**src/rtl/mvm_job_arbiter.sv**
```systemverilog
// mvm_job_arbiter: round-robin arbiter that serializes two clients' jobs onto one shared MVM engine
module mvm_job_arbiter #(
   parameter int K       = 32,
   parameter int logK    = 6,
   parameter int b       = 8,
   parameter int TIMEOUT = 4096
) (
   input  logic           clk,
   input  logic           reset,
   input  logic [1:0]     req,
   output logic [1:0]     gnt,
   input  logic [b-1:0]   in_data,
   input  logic           in_valid,
   output logic           in_ready,
   output logic [2*b-1:0] out_data,
   output logic           out_valid,
   output logic           out_id,
   output logic           busy,
   output logic           err,
   output logic           mvm_reset,
   output logic           mvm_load_matrix,
   output logic           mvm_load_vector,
   output logic           mvm_start,
   output logic [b-1:0]   mvm_data_in,
   input  logic           mvm_done,
   input  logic [2*b-1:0] mvm_data_out
);
   localparam int CW = 2*logK+1;
   localparam int WW = $clog2(TIMEOUT)+1;
   localparam logic [CW-1:0] LAST_A = CW'(K*K-1);
   localparam logic [CW-1:0] LAST_X = CW'(K-1);
   localparam logic [WW-1:0] LAST_W = WW'(TIMEOUT-1);

   typedef enum logic [2:0] {IDLE, LOAD_A, XFER_A, LOAD_X, XFER_X, START, WAIT, DRAIN} state_t;

   state_t        r_state, w_state;
   logic [CW-1:0] r_cnt;
   logic [WW-1:0] r_wcnt;
   logic          r_id, r_prio;
   logic          w_xfer, w_abort, w_pick;

   // next-state decode, abort detection and Moore-style outputs from the current state
   always_comb begin
      w_xfer          = (r_state == XFER_A) || (r_state == XFER_X);
      w_abort         = (w_xfer && !in_valid) || (r_state == WAIT && !mvm_done && r_wcnt == LAST_W);
      w_pick          = (req == 2'b11) ? r_prio : req[1];
      w_state         = r_state;
      case (r_state)
         IDLE:    w_state = |req ? LOAD_A : IDLE;
         LOAD_A:  w_state = XFER_A;
         XFER_A:  w_state = w_abort ? IDLE : (r_cnt == LAST_A) ? LOAD_X : XFER_A;
         LOAD_X:  w_state = XFER_X;
         XFER_X:  w_state = w_abort ? IDLE : (r_cnt == LAST_X) ? START : XFER_X;
         START:   w_state = WAIT;
         WAIT:    w_state = mvm_done ? DRAIN : w_abort ? IDLE : WAIT;
         DRAIN:   w_state = (r_cnt == LAST_X) ? IDLE : DRAIN;
         default: w_state = IDLE;
      endcase
      busy            = r_state != IDLE;
      gnt             = busy ? (r_id ? 2'b10 : 2'b01) : 2'b00;
      in_ready        = w_xfer;
      mvm_data_in     = w_xfer ? in_data : '0;
      out_valid       = r_state == DRAIN;
      out_data        = out_valid ? mvm_data_out : '0;
      out_id          = out_valid && r_id;
      err             = w_abort;
      mvm_reset       = reset || w_abort;
      mvm_load_matrix = r_state == LOAD_A;
      mvm_load_vector = r_state == LOAD_X;
      mvm_start       = r_state == START;
   end

   // state, phase counters, granted client and round-robin priority pointer
   always_ff @(posedge clk) begin
      if (reset) begin
         r_state <= IDLE;
         r_cnt   <= '0;
         r_wcnt  <= '0;
         r_id    <= 1'b0;
         r_prio  <= 1'b0;
      end else begin
         r_state <= w_state;
         r_cnt   <= (w_state == r_state) ? r_cnt + 1'b1 : '0;
         r_wcnt  <= (r_state == WAIT) ? r_wcnt + 1'b1 : '0;
         if (r_state == IDLE && |req) r_id <= w_pick;
         if (w_abort || (r_state == DRAIN && w_state == IDLE)) r_prio <= ~r_id;
      end
   end
endmodule

```
**config.mk**
```make
export PLATFORM = sky130hd
export DESIGN_NAME = mvm_job_arbiter
export DESIGN_NICKNAME = d
export VERILOG_FILES = /design/src/rtl/mvm_job_arbiter.sv
export SDC_FILE = /design/constraint.sdc
export NUM_CORES = 1
export LEC_CHECK = 0
export CORE_ASPECT_RATIO = 1.4
export CORE_MARGIN = 2
export CORE_UTILIZATION = 40
export DETAILED_ROUTE_END_ITERATION = 6
export GPL_TIMING_DRIVEN = 1
export HOLD_SLACK_MARGIN = 0.05
export PLACE_DENSITY = 0.81
export SKIP_LAST_GASP = 1
export SYNTH_ARGS = -nofsm -noshare
export SYNTH_HDL_FRONTEND = slang
export SYNTH_SLANG_ARGS = --single-unit
```
**constraint.sdc**
```tcl
create_clock -name clk -period 1.55 [get_ports clk]
set_input_delay 0.155 -clock clk [delete_from_list [all_inputs] [get_ports clk]]
set_output_delay 0.155 -clock clk [all_outputs]
set_load 0.01 [all_outputs]
```
==> key figures, run 1 <==
Pwr
  – PD cells: 653 mW/mm²
  – Leakage: 1.30 nW
  – VDD IR max: 0.440 mV

Worst setup path
  – CP Capture Type: flip-flop
  – CP arrival: 1.94 ns
  – R2R Path End: r_cnt[5]$_SDFF_PP0_
  – R2R Setup Slk: -0.17 ns
  – Kind of critical path: reg2reg
  – CP max-delay cell: dfxtp_2
  – Sum of buffers and inverters on the critical path: 2
  – Crit path cell chain: buf_4, nor2b_2, a32o_1, a31oi_1, o22ai_4, buf_12, nor2_1
  – Worst r2r path cells: 7
  – Critical-path maximum fanout: 13
  – R2r startpoint: r_state[1]$_SDFF_PP0_
  – Critical path required time: 1.77 ns
  – Slowest stage delay, CP: 0.35 ns
  – Top delay family on crit path: compound AO/OA/AOI/OAI gates
  – Critical Path Start Type: flip-flop

Timing
  – Max-slew violation count: 0
  – Hold Slack: 0.504 ns
  – Post-route setup TNS: -2.99 ns
  – RSZ-0062 raised after global routing: yes
  – Period utilisation layout: 1.11
  – Slew headroom: 0.687
  – Final setup margin: -0.168 ns
  – Worst Max-Slew Pin Slew: 0.469 ns
  – Final setup vio count: 35
  – Min cycle time layout: 1.72 ns
  – Clock Skews: 0.00272 ns
  – Fmax: 582 MHz
  – Final Hold Fails: 0

Layout
  – N_diodes: 0
  – Layout Nets: 362
  – Register Area: 639 µm²
  – Post-route cell area: 0.00301 mm²
  – Core Util, Final: 0.716
  – Layout cell share with drive strength beyond 1: 0.392
  – Fill count: 301
  – Area grow syn2layout: 73.6%
  – Multi-input gate area: 0.00112 mm²

CTS
  – CTS H-tree lvls: 2
  – CTS tree: done
  – CTS Buf Count: 5
  – Clock buffer depth: 2
  – Clock sink count: 31
  – Clk_lat worst skew: 0.28 ns
  – Clock transition at the registers of the reported paths: 0.06 ns
  – Root Buffer: clkbuf_8

Routing
  – DR WL/cell: 14.1 µm
  – DRT antenna net count: 0
  – DRT iter0 DRCs: 84
  – # DRC: 0
  – Drt first pass iters: 4
  – Vias: 1942
  – Vias/cell: 5.19
  – DRT Wirelength: 5290 µm

Synthesis
  – Mux share of post-synthesis cell area: 0
  – Largest family of logic cells by synthesized area: simple AND/OR/NAND/NOR gates
  – Synth Cell Area: 0.00173 mm²
  – Synth top area share: 0.358
  – Post-synth top area cell: dfxtp_1
  – Post-Synth Adder-Cell Area: 0.0144
  – Synth Register Bits: 31
  – Yosys cell types: 37
  – Sequential area share after synthesis: 0.358
  – Count leader, synth: nor2_1
  – Top cells by area, synth: dfxtp_1, nor2_1, and2_1
  – Mapped Nets: 237
  – Synth Instances: 205
  – Yosys Warn Count: 0
  – Synth Area per Inst: 8.46 µm²
  – Synth Area in Compound Gates: 0.0967
  – Simple-gate share of the synthesized area: 0.350
  – Ys async rst share: 0
  – EDFF count, synth: 0
  – Main synth FF type: dfxtp_1
  – Post-Synth XOR/XNOR Area: 0.106
  – Commonest cells post-synth: nor2_1, dfxtp_1, and2_1

Global route
  – GR met1 Demand/Resource: 0.243
  – Initial antenna violation count: 0
  – Met2 usage in global routing: 0.364
  – Gr ovfl total: 0
  – All-Layer GR Usage: 0.210
  – GRT busiest layer: met2
  – Vias in the first global route: 1789
  – First-pass GRT wire length: 7900 µm
  – Largest net degree at the start of global routing: 15
  – Met3 usage: 0.0520

Floorplanning
  – Core Box Area: 0.00420 mm²
  – Die footprint: 0.00489 mm²
  – Die span in x: 59.7 µm
  – # IOs: 65
  – Starting density of the core: 0.412
  – DIE HEIGHT: 81.9 µm
  – # rows: 28

Placed design
  – Hpwl dp: 3510 µm
  – Final GP Congestion: 0.778
  – Area after DPL: 0.00274 mm²
  – IO buf count: 64

Worst hold path
  – Worst min path class: reg2reg
  – Hold path cells: 2
  – Min-delay src: r_wcnt[6]$_SDFF_PP0_
  – WHS Endpoint: r_wcnt[6]$_SDFF_PP0_

Status
  – Failing checks: setup timing
  – Status: finished with violations

Flow run
  – Maxcap violations: 0
-- registers in the layout (all words and copies together) (netlist names) --
signal and flops:
r_state 3, r_prio 1, r_id 1, r_cnt 13
r_wcnt 13
-- repair_timing --
action / 4_1_cts / 5_1_grt
gates cloned: 2 / 0
gates resized for setup: 100 / 30
buffers inserted: 5 / 5
endpoints found under the setup margin: 48 / 49
hold buffers: 0 / 0
pin swaps: 5 / 5
-- area by class of cell --
cell class,count,area share
multi-input cells,157,0.371
repair buffers,128,0.365
flip-flops and latches,31,0.212
clock buffers,6,0.0241
well taps,45,0.0187
inverters,7,0.00873
-- worst reg2reg max path: cells and delay by family (launching register included) --
family / cells / cell delay [ns]
simple gates: 2 / 0.26
buf+inv: 2 / 0.34
flops: 1 / 0.35
compound gates: 3 / 0.71
-- worst max path at each step --
stage | startpoint | end | slack [ns] | cells past startpoint
floorplan | r_state[2]$_SDFF_PP0_ | r_cnt[2]$_SDFF_PP0_ | 0.00001 | 7
global placement | mvm_done | mvm_reset | -0.27 | 6
detailed placement | mvm_done | r_cnt[12]$_SDFF_PP0_ | -0.29 | 6
CTS | r_state[1]$_SDFF_PP0_ | r_cnt[5]$_SDFF_PP0_ | -0.13 | 8
global route | r_state[1]$_SDFF_PP0_ | r_cnt[12]$_SDFF_PP0_ | -0.23 | 7
finish | r_state[1]$_SDFF_PP0_ | r_cnt[5]$_SDFF_PP0_ | -0.17 | 7
-- logic make-up after synthesis --
logic type | count (synthesis)
flip-flops | 31
buffers and inverters | 17
adder cells (fa/ha/maj) | 2
AO/OA/AOI/OAI | 20
AND/OR/NAND/NOR | 114
XOR/XNOR | 21
-- routing by layer --
metal	vias up	share of wire
li1	954	-
met1	926	0.40
met2	51	0.54
met3	11	0.039
met4	0	0.022
met5	-	0
-- power breakdown --
| group | internal [W] | switching (W) | leakage, nW |
|---|---|---|---|
| registers | 0.000818 | 0.0000270 | 0.256 |
| logic | 0.000312 | 0.000239 | 1.01 |
| clock network | 0.000298 | 0.000273 | 0.0371 |
| total | 0.00143 | 0.000538 | 1.30 |
-- metrics by stage --
| step | setup slack, ns | total power, W | instances |
|---|---|---|---|
| global route | -0.228 | 0.00207 | 374 |
| finish | -0.168 | 0.00197 | 374 |
| detailed placement | -0.294 | 0.00132 | 356 |
| CTS | -0.133 | 0.00192 | 369 |
| global placement | -0.269 | 0.00131 | 356 |
| floorplan | 0.0000107 | 0.00107 | 205 |
-- layout by cell type (no fill, tap or decap), types with 5 or more instances in the layout --
| cell | instances |
|---|---|
| nand4_1 | 8 |
| dfxtp_1 | 20 |
| clkdlybuf4s15_2 | 12 |
| clkbuf_8 | 5 |
| xor2_1 | 12 |
| and3_1 | 11 |
| nand3_1 | 10 |
| clkbuf_2 | 9 |
| and2_1 | 19 |
| xnor2_1 | 8 |
| inv_1 | 7 |
| buf_6 | 6 |
| nor2_1 | 33 |
| dfxtp_2 | 9 |
| dlygate4sd2_1 | 8 |
| buf_4 | 56 |
| nand2_1 | 8 |
| clkdlybuf4s50_1 | 29 |
(Power assumes the default switching activity.)
==> run 2, diff against run 1 <==
SKIP_LAST_GASP = unset   (was 1)
==> key figures, run 2 (synthesis gave the netlist of run 1 again) <==
Timing
  – Min cycle time layout: 1.71 ns (-0.00338 ns)
  – Worst Max-Slew Pin Slew: 0.480 ns (+0.0112 ns)
  – Max-slew violation count: 0 (unchanged)
  – Final setup vio count: 36 (+2.9%)
  – RSZ-0062 raised after global routing: yes
  – Slew headroom: 0.680 (-0.00749)
  – Period utilisation layout: 1.11 (-0.00218)
  – Fmax: 583 MHz (+0.20%)
  – Clock Skews: 0.00881 ns (+0.00609 ns)
  – Final setup margin: -0.165 ns (+0.00338 ns)
  – Final Hold Fails: 0 (unchanged)
  – Hold Slack: 0.506 ns (+0.00182 ns)

Flow run
  – Maxcap violations: 0 (unchanged)

CTS
  – Clock transition at the registers of the reported paths: 0.07 ns (about the same)
  – Root Buffer: clkbuf_8
  – CTS tree: done
  – Clock buffer depth: 2 (unchanged)
  – Clock sink count: 31 (unchanged)
  – CTS Buf Count: 5 (unchanged)
  – Clk_lat worst skew: 0.28 ns (about the same)
  – CTS H-tree lvls: 2 (unchanged)

Worst setup path
  – Critical path required time: 1.77 ns (about the same)
  – CP max-delay cell: dfxtp_4
  – R2r startpoint: r_state[1]$_SDFF_PP0_
  – R2R Path End: r_cnt[5]$_SDFF_PP0_
  – CP Capture Type: flip-flop
  – Slowest stage delay, CP: 0.37 ns (+0.02 ns)
  – Critical Path Source: r_state[1]$_SDFF_PP0_
  – Critical path's most frequent cell: buf_6
  – Worst setup endpoint: r_cnt[5]$_SDFF_PP0_
  – Crit path cell chain: xor2_4, buf_6, buf_6, a211o_2, a21oi_4, o22ai_4, buf_12, nor2_1
  – R2R Setup Slk: -0.16 ns (about the same)
  – CP arrival: 1.93 ns (about the same)
  – Kind of critical path: reg2reg
  – Critical Path Start Type: flip-flop
  – Worst r2r path cells: 8 (+1)
  – Critical-path maximum fanout: 13 (unchanged)

Routing
  – Vias: 1974 (+1.6%)
  – # DRC: 0 (unchanged)
  – DR WL/cell: 15.6 µm (+10%)
  – Drt first pass iters: 5 (+1)
  – DRT Wirelength: 5840 µm (+10%)
  – Vias/cell: 5.26 (+1.4%)
  – DRT iter0 DRCs: 132 (+57%)
  – DRT antenna net count: 0 (unchanged)

Placed design
  – IO buf count: 64 (unchanged)
  – Placed Instances: 356 (unchanged)
  – Final GP Congestion: 0.778 (unchanged)
  – Hpwl dp: 3510 µm (unchanged)

Pwr
  – PD cells: 660 mW/mm² (+0.97%)
  – Leakage: 1.31 nW (+0.97%)
  – VDD IR max: 0.449 mV (+2.2%)

Layout
  – N_diodes: 0 (unchanged)
  – Area grow syn2layout: 78.9%
  – Finished Layout Cells: 375 (+0.27%)
  – Most frequent cells in the layout: buf_4, nor2_1, clkdlybuf4s50_1
  – Layout cell share with drive strength beyond 1: 0.424 (+0.0321)
  – Core Util, Final: 0.738 (+0.0217)
  – Layout Nets: 363 (+0.28%)
  – Top flop regs: r_cnt x13, r_wcnt x13, r_state x3
  – Most common cell after layout, fill and taps aside: buf_4

Global route
  – Vias in the first global route: 1827 (+2.1%)
  – Initial antenna violation count: 0 (unchanged)
  – Largest net degree at the start of global routing: 15 (unchanged)
  – First-pass GRT wire length: 7980 µm (+0.96%)
  – Gr ovfl total: 0 (unchanged)
  – All-Layer GR Usage: 0.214 (+0.00357)

Floorplanning
  – Die footprint: 0.00489 mm² (unchanged)
  – # rows: 28 (unchanged)
  – # IOs: 65 (unchanged)
  – Core Box Area: 0.00420 mm² (unchanged)
  – Die span in x: 59.7 µm (unchanged)
  – DIE HEIGHT: 81.9 µm (unchanged)
  – Starting density of the core: 0.412 (unchanged)

Worst hold path
  – Worst min path class: reg2reg
  – Min-delay src: r_wcnt[6]$_SDFF_PP0_

Status
  – Status: finished with violations
  – Failing checks: setup timing
-- run 2: changes by cell type in the layout (fill, tap and decap cells not counted), sizes merged --
cell,delta
buf,+5
clkdlybuf4s15,-1
dlygate4sd2,-3
-- run 2: worst min-delay path by stage --
stage | to | slack, ns | cells after the start
after floorplan | r_id$_SDFFE_PP0P_ | 0.32 | 2
after global placement | r_wcnt[6]$_SDFF_PP0_ | 0.49 | 2
after detailed placement | r_wcnt[6]$_SDFF_PP0_ | 0.51 | 2
after CTS | r_wcnt[6]$_SDFF_PP0_ | 0.51 | 2
after global routing | r_wcnt[6]$_SDFF_PP0_ | 0.53 | 2
final | r_wcnt[6]$_SDFF_PP0_ | 0.51 | 2
-- run 2: what timing repair did --
action | CTS | global route
endpoints found under the setup margin | 48 | 49
pin swaps | 5 | 8
buffers inserted | 5 | 6
cloned | 2 | 0
gates resized for setup | 107 | 53
hold endpoints to repair | 0 | 0
hold buffers | 0 | 0
-- run 2: routing by layer --
| metal | wire length (µm) | track usage | share of wire |
|---|---|---|---|
| met5 | 0 | 0 | 0 |
| met2 | 3160 | 0.368 | 0.54 |
| met3 | 245 | 0.0598 | 0.042 |
| met4 | 182 | 0.0889 | 0.031 |
| met1 | 2250 | 0.242 | 0.39 |
-- run 2: area by class of cell --
cell class | count | area, µm²
Multi-Input combinational cell | 157 | 1170
Timing Repair Buffer | 129 | 1140
Fill cell | 267 | 1100
Sequential cell | 31 | 642
Clock buffer | 6 | 72.6
Tap cell | 45 | 56.3
Inverter | 7 | 26.3
-- run 2: metrics by stage --
stage          area (µm²)  power [W]  setup TNS [ns]  worst slack, ns
2_1_floorplan        1750    0.00107               0        0.0000107
3_3_place_gp         2740    0.00131           -6.78           -0.269
3_5_place_dp         2740    0.00132           -7.89           -0.294
4_1_cts              2980    0.00194           -2.44           -0.133
5_1_grt              3100    0.00214           -5.98           -0.230
6_report             3100    0.00205           -3.80           -0.165
-- run 2: critical path, delay by kind of cell, from the launching register on --
kind / cells / cell delay (ns)
and+or+nand+nor: 1 / 0.10
DFF: 1 / 0.37
buffers and inverters: 3 / 0.42
xor gates and xnor gates: 1 / 0.20
AOI/OAI and AO/OA: 3 / 0.56
-- run 2: where the power goes --
part	internal [W]	switching (W)
clock network	0.000298	0.000277
logic	0.000356	0.000265
registers	0.000818	0.0000316
==> run 3, diff against run 2 <==
clock period = 1.5 ns   (was 1.55 ns; I/O delays follow)
==> key figures, run 3 (synthesis gave the netlist of run 1 again) <==
Status
  – Status: finished with violations
  – Failing checks: setup timing

Routing
  – DRT Wirelength: 8630 µm (+48%)
  – DRT antenna net count: 0 (unchanged)
  – Vias/cell: 5.81 (+10%)
  – Drt first pass iters: 5 (unchanged)
  – DR WL/cell: 22.1 µm (+42%)
  – Vias: 2264 (+15%)
  – DRT iter0 DRCs: 183 (+39%)
  – # DRC: 0 (unchanged)

Floorplanning
  – # IOs: 65 (unchanged)
  – DIE HEIGHT: 81.9 µm (unchanged)
  – Die footprint: 0.00489 mm² (unchanged)
  – Die span in x: 59.7 µm (unchanged)
  – Core Box Area: 0.00420 mm² (unchanged)
  – # rows: 28 (unchanged)
  – Starting density of the core: 0.412 (unchanged)

Worst setup path
  – Kind of critical path: reg2out
  – Top delay family on crit path: simple AND/OR/NAND/NOR gates
  – Critical-path maximum fanout: 3 (-10)
  – Crit path cell chain: nand4_1, nor3_4, a21boi_4, nand2b_1, clkdlybuf4s15_2
  – Sum of buffers and inverters on the critical path: 1 (-2)
  – Worst setup endpoint: mvm_reset
  – CP Capture Type: output pin
  – Levels on crit path: 5 (-3)
  – R2r startpoint: r_cnt[0]$_SDFF_PP0_
  – Critical path required time: 1.35 ns (-0.42 ns)
  – CP max-delay cell: dfxtp_1
  – R2R Setup Slk: -0.28 ns (-0.12 ns)
  – Critical Path Source: r_wcnt[5]$_SDFF_PP0_
  – CP arrival: 1.72 ns (-0.21 ns)
  – R2R Path End: r_cnt[9]$_SDFF_PP0_
  – Slowest stage delay, CP: 0.37 ns (about the same)
  – Critical Path Start Type: flip-flop
  – Worst r2r path cells: 6 (-2)

Timing
  – Worst Max-Slew Pin Slew: 0.572 ns (+0.0918 ns)
  – Fmax: 535 MHz
  – Slew headroom: 0.615 (-0.0652)
  – Final setup vio count: 52 (+44%)
  – Max-slew violation count: 0 (unchanged)
  – Clock Skews: 0.0133 ns (+0.00447 ns)
  – Final setup margin: -0.371 ns (-0.206 ns)
  – Period utilisation layout: 1.25
  – Min cycle time layout: 1.87 ns
  – Final Hold Fails: 0 (unchanged)
  – RSZ-0062 raised after global routing: yes
  – Hold Slack: 0.513 ns (+0.00683 ns)

Layout
  – Layout Nets: 376 (+3.6%)
  – Top flop regs: r_cnt x13, r_wcnt x13, r_state x3
  – Most frequent cells in the layout: buf_4, buf_6, nor2_1
  – Area grow syn2layout: 101%
  – Finished Layout Cells: 390 (+4.0%)
  – Most common cell after layout, fill and taps aside: buf_4
  – Core Util, Final: 0.828 (+0.0902)
  – Post-route cell area: 0.00348 mm² (+12%)
  – Layout cell share with drive strength beyond 1: 0.557 (+0.132)
  – N_diodes: 0 (unchanged)

Global route
  – Vias in the first global route: 2128 (+16%)
  – Gr ovfl total: 0 (unchanged)
  – First-pass GRT wire length: 9770 µm (+22%)
  – Initial antenna violation count: 0 (unchanged)
  – All-Layer GR Usage: 0.268 (+0.0548)
  – Largest net degree at the start of global routing: 15 (unchanged)

CTS
  – CTS H-tree lvls: 2 (unchanged)
  – Clk_lat worst skew: 0.30 ns (+0.02 ns)
  – CTS Buf Count: 5 (unchanged)
  – Clock transition at the registers of the reported paths: 0.08 ns (about the same)
  – Clock sink count: 31 (unchanged)
  – CTS tree: done
  – Clock buffer depth: 2 (unchanged)
  – Root Buffer: clkbuf_8
  – CTS Hold Bufs: 0 (unchanged)

Placed design
  – Pre-CTS setup slack: -0.346 ns (-0.0516 ns)
  – Area after DPL: 0.00276 mm² (+0.73%)
  – IO buf count: 64 (unchanged)
  – Placed Instances: 357 (+0.28%)
  – Hpwl dp: 3690 µm (+5.1%)
  – Final GP Congestion: 0.774 (-0.41%)

Worst hold path
  – Min-delay src: r_wcnt[6]$_SDFF_PP0_
  – Worst min path class: reg2reg

Pwr
  – PD cells: 746 mW/mm² (+13%)
  – Leakage: 1.46 nW (+11%)
  – VDD IR max: 0.578 mV (+29%)

Flow run
  – Maxcap violations: 0 (unchanged)
==> run 3: cell type report <==
type,count,area (µm²)
Tap cell,45,56.3
Fill cell,206,723
Multi-Input combinational cell,158,1330
Sequential cell,31,642
Timing Repair Buffer,141,1310
Clock inverter,2,35.0
Clock buffer,6,82.6
Inverter,7,26.3
==> run 3: worst min-delay path by stage <==
stage	to	cells after the start	slack [ns]
5_1_grt	r_wcnt[6]$_SDFF_PP0_	2	0.54
2_1_floorplan	r_id$_SDFFE_PP0P_	2	0.32
3_3_place_gp	r_wcnt[7]$_SDFF_PP0_	2	0.47
4_1_cts	r_wcnt[7]$_SDFF_PP0_	2	0.50
3_5_place_dp	r_wcnt[7]$_SDFF_PP0_	2	0.49
6_report	r_wcnt[6]$_SDFF_PP0_	2	0.51
==> run 3: where the power goes <==
part | total, W | switching [W] | internal [W] | leakage (nW)
clock | 0.000884 | 0.000347 | 0.000537 | 0.0612
sequential | 0.000882 | 0.0000379 | 0.000844 | 0.257
combinational | 0.000831 | 0.000383 | 0.000448 | 1.14
==> run 3: worst reg2reg max path: stages (launching register included) <==
cell and delay (ns):
dfxtp_2 0.34, ha_4 0.16, nand4_1 0.12, and4b_4 0.25
a2111oi_4 0.49, o22ai_4 0.19, nor2_1 0.17
==> run 3: per-layer routing <==
metal / track usage / part of all wire / vias to the layer above
met3: 0.0614 / 0.054 / 63
met2: 0.474 / 0.54 / 137
met5: 0 / 0 / -
li1: - / - / 984
met1: 0.286 / 0.32 / 1080
met4: 0.151 / 0.081 / 0
==> run 3: stage by stage <==
step                      total power, W  TNS [ns]
after floorplan                  0.00110    -0.191
after global placement           0.00136    -10.16
after detailed placement         0.00138    -11.91
after CTS                        0.00236     -2.87
after global routing             0.00266    -11.22
final                            0.00260     -8.15
==> run 3: what timing repair did <==
action,in CTS,in global routing
buffers inserted,20,11
pin swaps,16,19
resized for setup,178,96
setup endpoints to repair,55,53
gates cloned,4,0
